<file path="src/rtl/dec_arb_pkg.sv">
// Shared definitions for the decoder chip-select arbiter.
//   state_e      : arbiter FSM states
//   NUM_REQ      : number of requesters sharing the decoder
//   IDX_W        : width of a requester index (decoder select width)
//   CNT_W        : width of the setup/guard spacing counter (max value 15)
//   G1_*, G2_*   : decoder enable levels (G1 active-high, G2A/G2B active-low)
package dec_arb_pkg;

    localparam int unsigned NUM_REQ = 8;
    localparam int unsigned IDX_W   = 3;
    localparam int unsigned CNT_W   = 4;

    localparam logic G1_ON  = 1'b1;
    localparam logic G1_OFF = 1'b0;
    localparam logic G2_ON  = 1'b0;
    localparam logic G2_OFF = 1'b1;

    typedef enum logic [1:0] {
        StIdle,
        StSetup,
        StActive,
        StGuard
    } state_e;

endpackage

</file>
<file path="src/rtl/rr_pick8.sv">
// Combinational round-robin picker for eight requesters.
// Ports:
//   req_i   : request vector
//   ptr_i   : highest-priority index; scan runs upward from here, wrapping 7 -> 0
//   valid_o : at least one request present
//   index_o : first set request at or after ptr_i (ptr_i when none)
module rr_pick8
    import dec_arb_pkg::*;
(
    input  logic [NUM_REQ-1:0] req_i,
    input  logic [IDX_W-1:0]   ptr_i,
    output logic               valid_o,
    output logic [IDX_W-1:0]   index_o
);

    logic [IDX_W-1:0] cand;

    always_comb begin
        valid_o = 1'b0;
        index_o = ptr_i;
        cand    = ptr_i;
        for (int unsigned i = 0; i < NUM_REQ; i++) begin
            // IDX_W-bit addition wraps naturally from 7 back to 0
            cand = ptr_i + IDX_W'(i);
            if (!valid_o && req_i[cand]) begin
                valid_o = 1'b1;
                index_o = cand;
            end
        end
    end

endmodule

</file>
<file path="src/rtl/decoder_cs_arbiter.sv">
// Round-robin chip-select arbiter driving one shared 3-to-8 active-low decoder.
// Each grant runs IDLE -> SETUP -> ACTIVE -> GUARD so the select lines are only
// ever changed while the decoder is disabled.
// Ports:
//   clk_i, rst_n_i          : clock, synchronous active-low reset
//   req_i[7:0]              : level requests, held until granted
//   done_i[7:0]             : completion; only the current grantee's bit counts
//   select_a/b/c_o          : decoder select = grantee index (a = LSB)
//   g1_en_o                 : decoder active-high enable
//   g2a_en_n_o, g2b_en_n_o  : decoder active-low enables, driven identically
//   grant_o[7:0]            : one-hot grantee, zero when none
//   busy_o                  : high whenever not idle
//   timeout_o               : one-cycle pulse on forced release
// Optional feature: define DEC_ARB_TIMEOUT_EN to force release after MAX_HOLD
// ACTIVE cycles without done; otherwise timeout_o is tied low.
module decoder_cs_arbiter
    import dec_arb_pkg::*;
#(
    parameter int unsigned SETUP_CYCLES = 1,
    parameter int unsigned GUARD_CYCLES = 1,
    parameter int unsigned MAX_HOLD     = 255
) (
    input  logic               clk_i,
    input  logic               rst_n_i,
    input  logic [NUM_REQ-1:0] req_i,
    input  logic [NUM_REQ-1:0] done_i,
    output logic               select_a_o,
    output logic               select_b_o,
    output logic               select_c_o,
    output logic               g1_en_o,
    output logic               g2a_en_n_o,
    output logic               g2b_en_n_o,
    output logic [NUM_REQ-1:0] grant_o,
    output logic               busy_o,
    output logic               timeout_o
);

    state_e             state_q, state_d;
    logic [IDX_W-1:0]   sel_q, sel_d;
    logic [IDX_W-1:0]   ptr_q, ptr_d;
    logic [CNT_W-1:0]   cnt_q, cnt_d;
    logic [NUM_REQ-1:0] grant_q, grant_d;
    logic               g1_q, g1_d;
    logic               g2_q, g2_d;
    logic               busy_q, busy_d;

    logic               pick_valid;
    logic [IDX_W-1:0]   pick_idx;

`ifdef DEC_ARB_TIMEOUT_EN
    localparam int unsigned HOLD_W = $clog2(MAX_HOLD + 1);
    logic [HOLD_W-1:0]  hold_q, hold_d;
    logic               timeout_q, timeout_d;
`else
    logic               unused_max_hold;
    assign unused_max_hold = ^MAX_HOLD;
`endif

    rr_pick8 u_pick (
        .req_i   (req_i),
        .ptr_i   (ptr_q),
        .valid_o (pick_valid),
        .index_o (pick_idx)
    );

    // Outputs are registered, so each is set on the edge that enters the state
    // in which it must be valid.
    always_comb begin
        state_d = state_q;
        sel_d   = sel_q;
        ptr_d   = ptr_q;
        cnt_d   = cnt_q;
        grant_d = grant_q;
        g1_d    = g1_q;
        g2_d    = g2_q;
        busy_d  = busy_q;
`ifdef DEC_ARB_TIMEOUT_EN
        hold_d    = hold_q;
        timeout_d = 1'b0;
`endif
        unique case (state_q)
            StIdle: begin
                if (pick_valid) begin
                    state_d = StSetup;
                    sel_d   = pick_idx;
                    grant_d = NUM_REQ'(1) << pick_idx;
                    ptr_d   = pick_idx + IDX_W'(1);
                    cnt_d   = CNT_W'(SETUP_CYCLES - 1);
                    busy_d  = 1'b1;
                end
            end
            StSetup: begin
                if (cnt_q == '0) begin
                    state_d = StActive;
                    g1_d    = G1_ON;
                    g2_d    = G2_ON;
`ifdef DEC_ARB_TIMEOUT_EN
                    hold_d  = HOLD_W'(MAX_HOLD - 1);
`endif
                end else begin
                    cnt_d = cnt_q - CNT_W'(1);
                end
            end
            StActive: begin
                if (done_i[sel_q]) begin
                    state_d = StGuard;
                    g1_d    = G1_OFF;
                    g2_d    = G2_OFF;
                    grant_d = '0;
                    cnt_d   = CNT_W'(GUARD_CYCLES - 1);
`ifdef DEC_ARB_TIMEOUT_EN
                end else if (hold_q == '0) begin
                    state_d   = StGuard;
                    g1_d      = G1_OFF;
                    g2_d      = G2_OFF;
                    grant_d   = '0;
                    cnt_d     = CNT_W'(GUARD_CYCLES - 1);
                    timeout_d = 1'b1;
                end else begin
                    hold_d = hold_q - HOLD_W'(1);
`endif
                end
            end
            StGuard: begin
                if (cnt_q == '0) begin
                    state_d = StIdle;
                    busy_d  = 1'b0;
                end else begin
                    cnt_d = cnt_q - CNT_W'(1);
                end
            end
            default: state_d = StIdle;
        endcase
    end

    always_ff @(posedge clk_i) begin
        if (!rst_n_i) begin
            state_q <= StIdle;
            sel_q   <= '0;
            ptr_q   <= '0;
            cnt_q   <= '0;
            grant_q <= '0;
            g1_q    <= G1_OFF;
            g2_q    <= G2_OFF;
            busy_q  <= 1'b0;
`ifdef DEC_ARB_TIMEOUT_EN
            hold_q    <= '0;
            timeout_q <= 1'b0;
`endif
        end else begin
            state_q <= state_d;
            sel_q   <= sel_d;
            ptr_q   <= ptr_d;
            cnt_q   <= cnt_d;
            grant_q <= grant_d;
            g1_q    <= g1_d;
            g2_q    <= g2_d;
            busy_q  <= busy_d;
`ifdef DEC_ARB_TIMEOUT_EN
            hold_q    <= hold_d;
            timeout_q <= timeout_d;
`endif
        end
    end

    assign select_a_o = sel_q[0];
    assign select_b_o = sel_q[1];
    assign select_c_o = sel_q[2];
    assign g1_en_o    = g1_q;
    assign g2a_en_n_o = g2_q;
    assign g2b_en_n_o = g2_q;
    assign grant_o    = grant_q;
    assign busy_o     = busy_q;
`ifdef DEC_ARB_TIMEOUT_EN
    assign timeout_o  = timeout_q;
`else
    assign timeout_o  = 1'b0;
`endif

endmodule

</file>
<file path="config.mk">
export PLATFORM = sky130hd
export DESIGN_NAME = decoder_cs_arbiter
export DESIGN_NICKNAME = d
export VERILOG_FILES = /design/src/rtl/dec_arb_pkg.sv /design/src/rtl/rr_pick8.sv /design/src/rtl/decoder_cs_arbiter.sv
export SDC_FILE = /design/constraint.sdc
export NUM_CORES = 1
export LEC_CHECK = 0
export CORE_MARGIN = 4
export CORE_UTILIZATION = 59
export DETAILED_ROUTE_END_ITERATION = 6
export GPL_ROUTABILITY_DRIVEN = 1
export PLACE_DENSITY_LB_ADDON = 0.08
export SLEW_MARGIN = 20
export SYNTH_ARGS = -nofsm -noshare
export SYNTH_HDL_FRONTEND = slang
export SYNTH_SLANG_ARGS = --single-unit
</file>
<file path="constraint.sdc">
create_clock -name clk_i -period 12 [get_ports clk_i]
set_clock_uncertainty 0.2 [all_clocks]
set_input_delay 2.4 -clock clk_i [delete_from_list [all_inputs] [get_ports clk_i]]
set_output_delay 2.4 -clock clk_i [all_outputs]
set_load 0.01 [all_outputs]
</file>
# Word-level counts from Yosys, hierarchy flattened
# Cells that the tools add are included.
# classes
n_lt_le_gt_ge	9
addsub	9
shift	1
n_eq_ne	8
mux	53
n_reduce_logical	26
# ops
operator	count
3-bit by 4-bit less-than comparator with 1-bit output, second input constant	9
1-bit binary-select mux with 3-bit select	9
1-bit 2-to-1 mux	22
3-bit 2-to-1 mux	7
8-bit 2-to-1 mux	2
8-bit case mux with 2 select lines	1
3-bit adder, second input constant	4
4-bit 2-to-1 mux	3
4-bit case mux with 3 select lines	1
3-bit AND reduction	4
2-bit != test, second input constant	5
2-bit 2-to-1 mux	4
2-bit case mux with 4 select lines	1
1-bit by 3-bit left shift with 8-bit output, first input constant	1
1-bit logical AND	7
1-bit zero test	7
3-bit by 1-bit adder with 3-bit output, second input constant	2
3-bit by 2-bit adder with 3-bit output, second input constant	2
1-bit case mux with 2 select lines	3
2-bit nonzero test	3
2-bit == test, second input constant	2
4-bit zero test	1
4-bit AND reduction	1
4-bit by 1-bit subtractor with 4-bit output, second input constant	1
other kinds (4)	4
# totals
regBits	23
in_bits	18
wordCells	114

# Longest topological paths before layout
# logic_depth
ltp_word	27
ltp_mapped	18
depth_no_buf	12

# Modules after synthesis
# From an unflattened synthesis, not the netlist that was laid out.
# hier_totals
cells_unflattened	243
area_unflattened_um2	2129.5
# by_module_without_submodules
module	cells_per_inst	area_per_inst_um2	instances
decoder_cs_arbiter	146	1262.5	1
rr_pick8	97	867.1	1

# Least setup slack after synthesis
# Ideal clock, no wire load.
# synth_path
path_kind	input -> register
start	input req_i[3]
end	register ptr_q[2]
stages	12
arrival_time_ps	4875
setup_slack_ps	6797
required_time_ps	11672
cell_sequence	mux2_1 mux4_2 a2bb2oi_2 buf_6 o31a_1 o21a_1 or3b_1 buf_6 nor2_1 ha_1 a21oi_1 nor2_1
# synth_via
elab_chain_cells	25
word_cells_on_any_way	47
classes_between	1 x add/sub; 31 x mux; 15 x reduce/logical
# synth_rtl
item	line	source
start: declaration	decoder_cs_arbiter.sv:25	input logic [NUM_REQ-1:0] req_i,
1-bit binary-select mux with 3-bit select	rr_pick8.sv:25	if (!valid_o && req_i[cand]) begin
1-bit 2-to-1 mux (implied by the code)	rr_pick8.sv:25	
1-bit 2-to-1 mux	rr_pick8.sv:25	
1-bit zero test	rr_pick8.sv:25	
1-bit logical AND	rr_pick8.sv:25	
1-bit 2-to-1 mux	rr_pick8.sv:25	
1-bit zero test	rr_pick8.sv:25	
1-bit logical AND	rr_pick8.sv:25	
[... 9 more ...]	n/a	
1-bit 2-to-1 mux	rr_pick8.sv:25	
1-bit zero test	rr_pick8.sv:25	
1-bit logical AND	rr_pick8.sv:25	
1-bit 2-to-1 mux	rr_pick8.sv:25	
1-bit zero test	rr_pick8.sv:25	
1-bit logical AND	rr_pick8.sv:25	
3-bit 2-to-1 mux / 1-bit 2-to-1 mux (equally long branches)	rr_pick8.sv:25	
3-bit by 1-bit adder with 3-bit output / 2-bit AND reduction (equally long branches)	n/a	
end signal: assignment	decoder_cs_arbiter.sv:153	ptr_q <= ptr_d;
end: declaration	decoder_cs_arbiter.sv:40	logic [IDX_W-1:0] ptr_q, ptr_d;
# Parallel ways exist; a longest one is shown, timed or not. The select of a mux whose other input is x is not followed.
# A chain may end at the register's enable or synchronous reset.

# Worst setup path after layout
# layout_path
start	input req_i[1]
end	register ptr_q[2]
# The elaborated chain is that of the path after synthesis.

==> impl_metrics.csv <==
group,metric,value,unit
run_status,status,"finished, final reports clean",
grt,grt_pass1_vias,1871,
timing,tns,0,ns
setup_path,cp_cell_sequence,"clkdlybuf4s50_1, mux4_2, mux2i_1, nand2_1, nor3_1, a22oi_1, a22oi_1, inv_1, ha_1, a21oi_1, nor2_1",
die,fp.dieW,69.2,um
power_and_ir_drop,p_int,0.000350,W
drt,routed-via-count,1898,
min_path,min_path_type,"register to register",
timing,worst_slack,5.96,ns
placement,io_buffer_count,32,
drt,drtAntennaViolNets,0,
placement,hpwl,3980,um
clock_tree,cts_buffers,3,
job,drv_cap,0,
die,io_pins,34,
drt,first_pass_iters,4,
clock_tree,post_cts_resized,0,
placement,dpl_cell_area,2480,um^2
setup_path,cpPeakStageDelay,0.60,ns
synth,netlist.area_leader.share,0.208,
setup_path,end_kind,"register",
final_layout,num-fill-cells,289,
power_and_ir_drop,switching_share,0.478,
timing,setup_viol,0,
synth,synthCells,233,
final_layout,nets,283,
setup_path,path_class,"input pin to register",
synth,async_flop_share,0,
power_and_ir_drop,p_clk_frac,0.071,
final_layout,areaGrowthSynthToFinish,14.2,%
synth,ys_types,55,
timing,rsz0062_at_grt,"false",
synth,yosys-top-cells-count,"dfxtp_1, nor2_1, mux4_2, inv_1, mux2i_1",
die,core,3470,um^2
die,row_count,21,
final_layout,seq_area,460,um^2
timing,clock.fmax,166,MHz
synth,synth_enable_flop_cells,0,
synth,synthTopCellsByArea,"dfxtp_1, mux4_2, mux2i_1",
die,die-area,4790,um^2
grt,grt_max_degree,20,
synth,netlist_area,2210,um^2
clock_tree,post_cts_buffers,0,
power_and_ir_drop,pwr-share-seq,0.197,
clock_tree,cts_root_buf,"clkbuf_8",
setup_path,slowest_stage,"mux4_2",
clock_tree,htreeDepth,1,
placement,place_congestion,0.882,
timing,period_share,0.503,
setup_path,critPathArrivalTime,5.97,ns
power_and_ir_drop,irDropWorstVdd,154,uV
drt,first_iter_violations,140,
synth,syn-num-nets,262,
final_layout,multi_input_area,1590,um^2
clock_tree,clkTransAtPathRegs,0.08,ns
timing,min_period,6.04,ns
power_and_ir_drop,p_sw,0.000321,W
final_layout,diodes,0,
die,die_y,69.2,um
clock_tree,clock_sink_count,23,
die,initial_core_util,0.637,
final_layout,stdcell_count,299,
drt,vias_per_cell,6.35,
final_layout,drive_gt1_frac,0.130,
setup_path,crit_fanout,8,
drt,wl_per_cell,17.1,um
grt,grt.total_usage,0.222,
drt,wl,5120,um
placement,dp_cells,295,
clock_tree,cts_tree,"yes",
clock_tree,insertion_delay,0.26,ns
synth,synth.largest_area_cell,"dfxtp_1",
synth,avgSynthCellArea,9.49,um^2
timing,tightest_slew,0.798,ns
final_layout,final_core_util,0.728,
synth,synth-seq-cells,23,
setup_path,worst_ep_required_time,11.94,ns
power_and_ir_drop,comb_power_share,0.732,
drt,drc_errors,0,
setup_path,crit_top_cell,"a22oi_1",
synth,synth_warnings,0,
setup_path,startpoint_type,"input pin",
grt,grt_pass1_wl,8940,um
synth,ys_seq_area_frac,0.208,
final_layout,final_area,2520,um^2
synth,yosysMostFrequentCell,"dfxtp_1",
timing,slew_viol_final,0,
clock_tree,cts_max_path_buffers,2,
grt,gr-total-overflow,0,
power_and_ir_drop,pwr_density_cell,266,nW/um^2
timing,slew_headroom,0.467,
synth,synth_ff_type,"dfxtp_1",
grt,antenna_found_initial,0,
power_and_ir_drop,leakage,0.932,nW
timing,finalHoldViolCount,0,
placement,dp_slack,5.77,ns
clock_tree,cts_hold_buffers,0,
==> per-layer routing <==
| metal | share of wire | wire length (um) | track usage | vias up |
|---|---|---|---|---|
| met3 | 0.044 | 227 | 0.0290 | 4 |
| met4 | 0.0061 | 31 | 0.0369 | 0 |
| li1 | - | - | - | 922 |
| met2 | 0.49 | 2520 | 0.361 | 58 |
| met1 | 0.46 | 2340 | 0.320 | 914 |
| met5 | 0 | 0 | 0 | - |
==> power groups by stage <==
| stage | Combinational [W] | Clock (W) | Sequential [W] |
|---|---|---|---|
| after global routing | 0.000542 | 0.0000507 | 0.000138 |
| after detailed placement | 0.000484 | 0 | 0.000134 |
| after global placement | 0.000481 | 0 | 0.000133 |
| final | 0.000491 | 0.0000474 | 0.000132 |
| after floorplan | 0.000405 | 0 | 0.000122 |
| after CTS | 0.000489 | 0.0000494 | 0.000132 |
==> state kept, by name, summed over array words and instances, names as in the netlist <==
register    cells
state_q         2
cnt_q           4
ptr_q           3
grant_o         8
busy_o          1
sel_q           3
g2a_en_n_o      1
g1_en_o         1
==> worst max-delay path: cells and delay by family <==
kind	cells	cell delay [ns]
fa+ha+maj	1	0.35
compound gates	3	0.74
buf+inv	2	0.75
simple gates	3	0.74
mux	2	0.99
==> cells in the final DEF (no fill, tap or decap), types with 2 or more instances in the layout <==
cell type,count
clkbuf_8,3
o21ai_0,12
a21oi_1,13
a32o_1,8
ha_1,11
o22ai_1,2
mux2_1,3
a211oi_1,3
mux2_2,7
nand2b_1,5
clkdlybuf4s50_1,32
and2_1,2
mux4_2,15
nand2_1,10
o32ai_1,2
nor2b_1,6
a22oi_1,2
nand3b_1,3
o21a_1,2
nand3_1,6
xor2_1,2
nor3_1,6
mux2i_1,14
inv_1,14
dfxtp_1,23
nor2_1,18
xnor2_1,3
a21boi_0,2
==> cell type report <==
| cell class | instances | area share |
|---|---|---|
| Multi-Input combinational cell | 180 | 0.629 |
| Sequential cell | 23 | 0.182 |
| Timing Repair Buffer | 32 | 0.127 |
| Tap cell | 46 | 0.0228 |
| Inverter | 14 | 0.0208 |
| Clock buffer | 4 | 0.0178 |
==> cells by family (layout without fill, tap and decap cells) <==
group | after synthesis | count (layout) | synth area share
buffers and inverters | 30 | 50 | 0.0730
and+or+nand+nor | 64 | 64 | 0.156
xor gates and xnor gates | 5 | 5 | 0.0198
adders and majority gates | 11 | 11 | 0.0623
AOI/OAI and AO/OA | 58 | 58 | 0.199
DFF | 23 | 23 | 0.208
muxes | 41 | 41 | 0.280
other | 1 | 1 | 0.00170
==> worst paths after layout <==
path | from | slack [ns] | endpoint | depth (start not counted)
worst max-delay path | req_i[1] | 5.96 | ptr_q[2]$_SDFFE_PN0P_ | 11
worst min-delay path | grant_o[3]$_SDFFE_PN0P_ | 0.28 | grant_o[3]$_SDFFE_PN0P_ | 2
worst max register to register | ptr_q[0]$_SDFFE_PN0P_ | 6.83 | ptr_q[2]$_SDFFE_PN0P_ | 12
worst min register to register | grant_o[3]$_SDFFE_PN0P_ | 0.28 | grant_o[3]$_SDFFE_PN0P_ | 2
==> through the flow <==
step                      hold WS [ns]  power (W)
after detailed placement         0.261   0.000618
after global placement           0.259   0.000613
after CTS                        0.282   0.000671
after floorplan                  0.258   0.000527
final                            0.276   0.000671
after global routing             0.303   0.000731
Note: power is estimated with default switching activity, not from simulation.
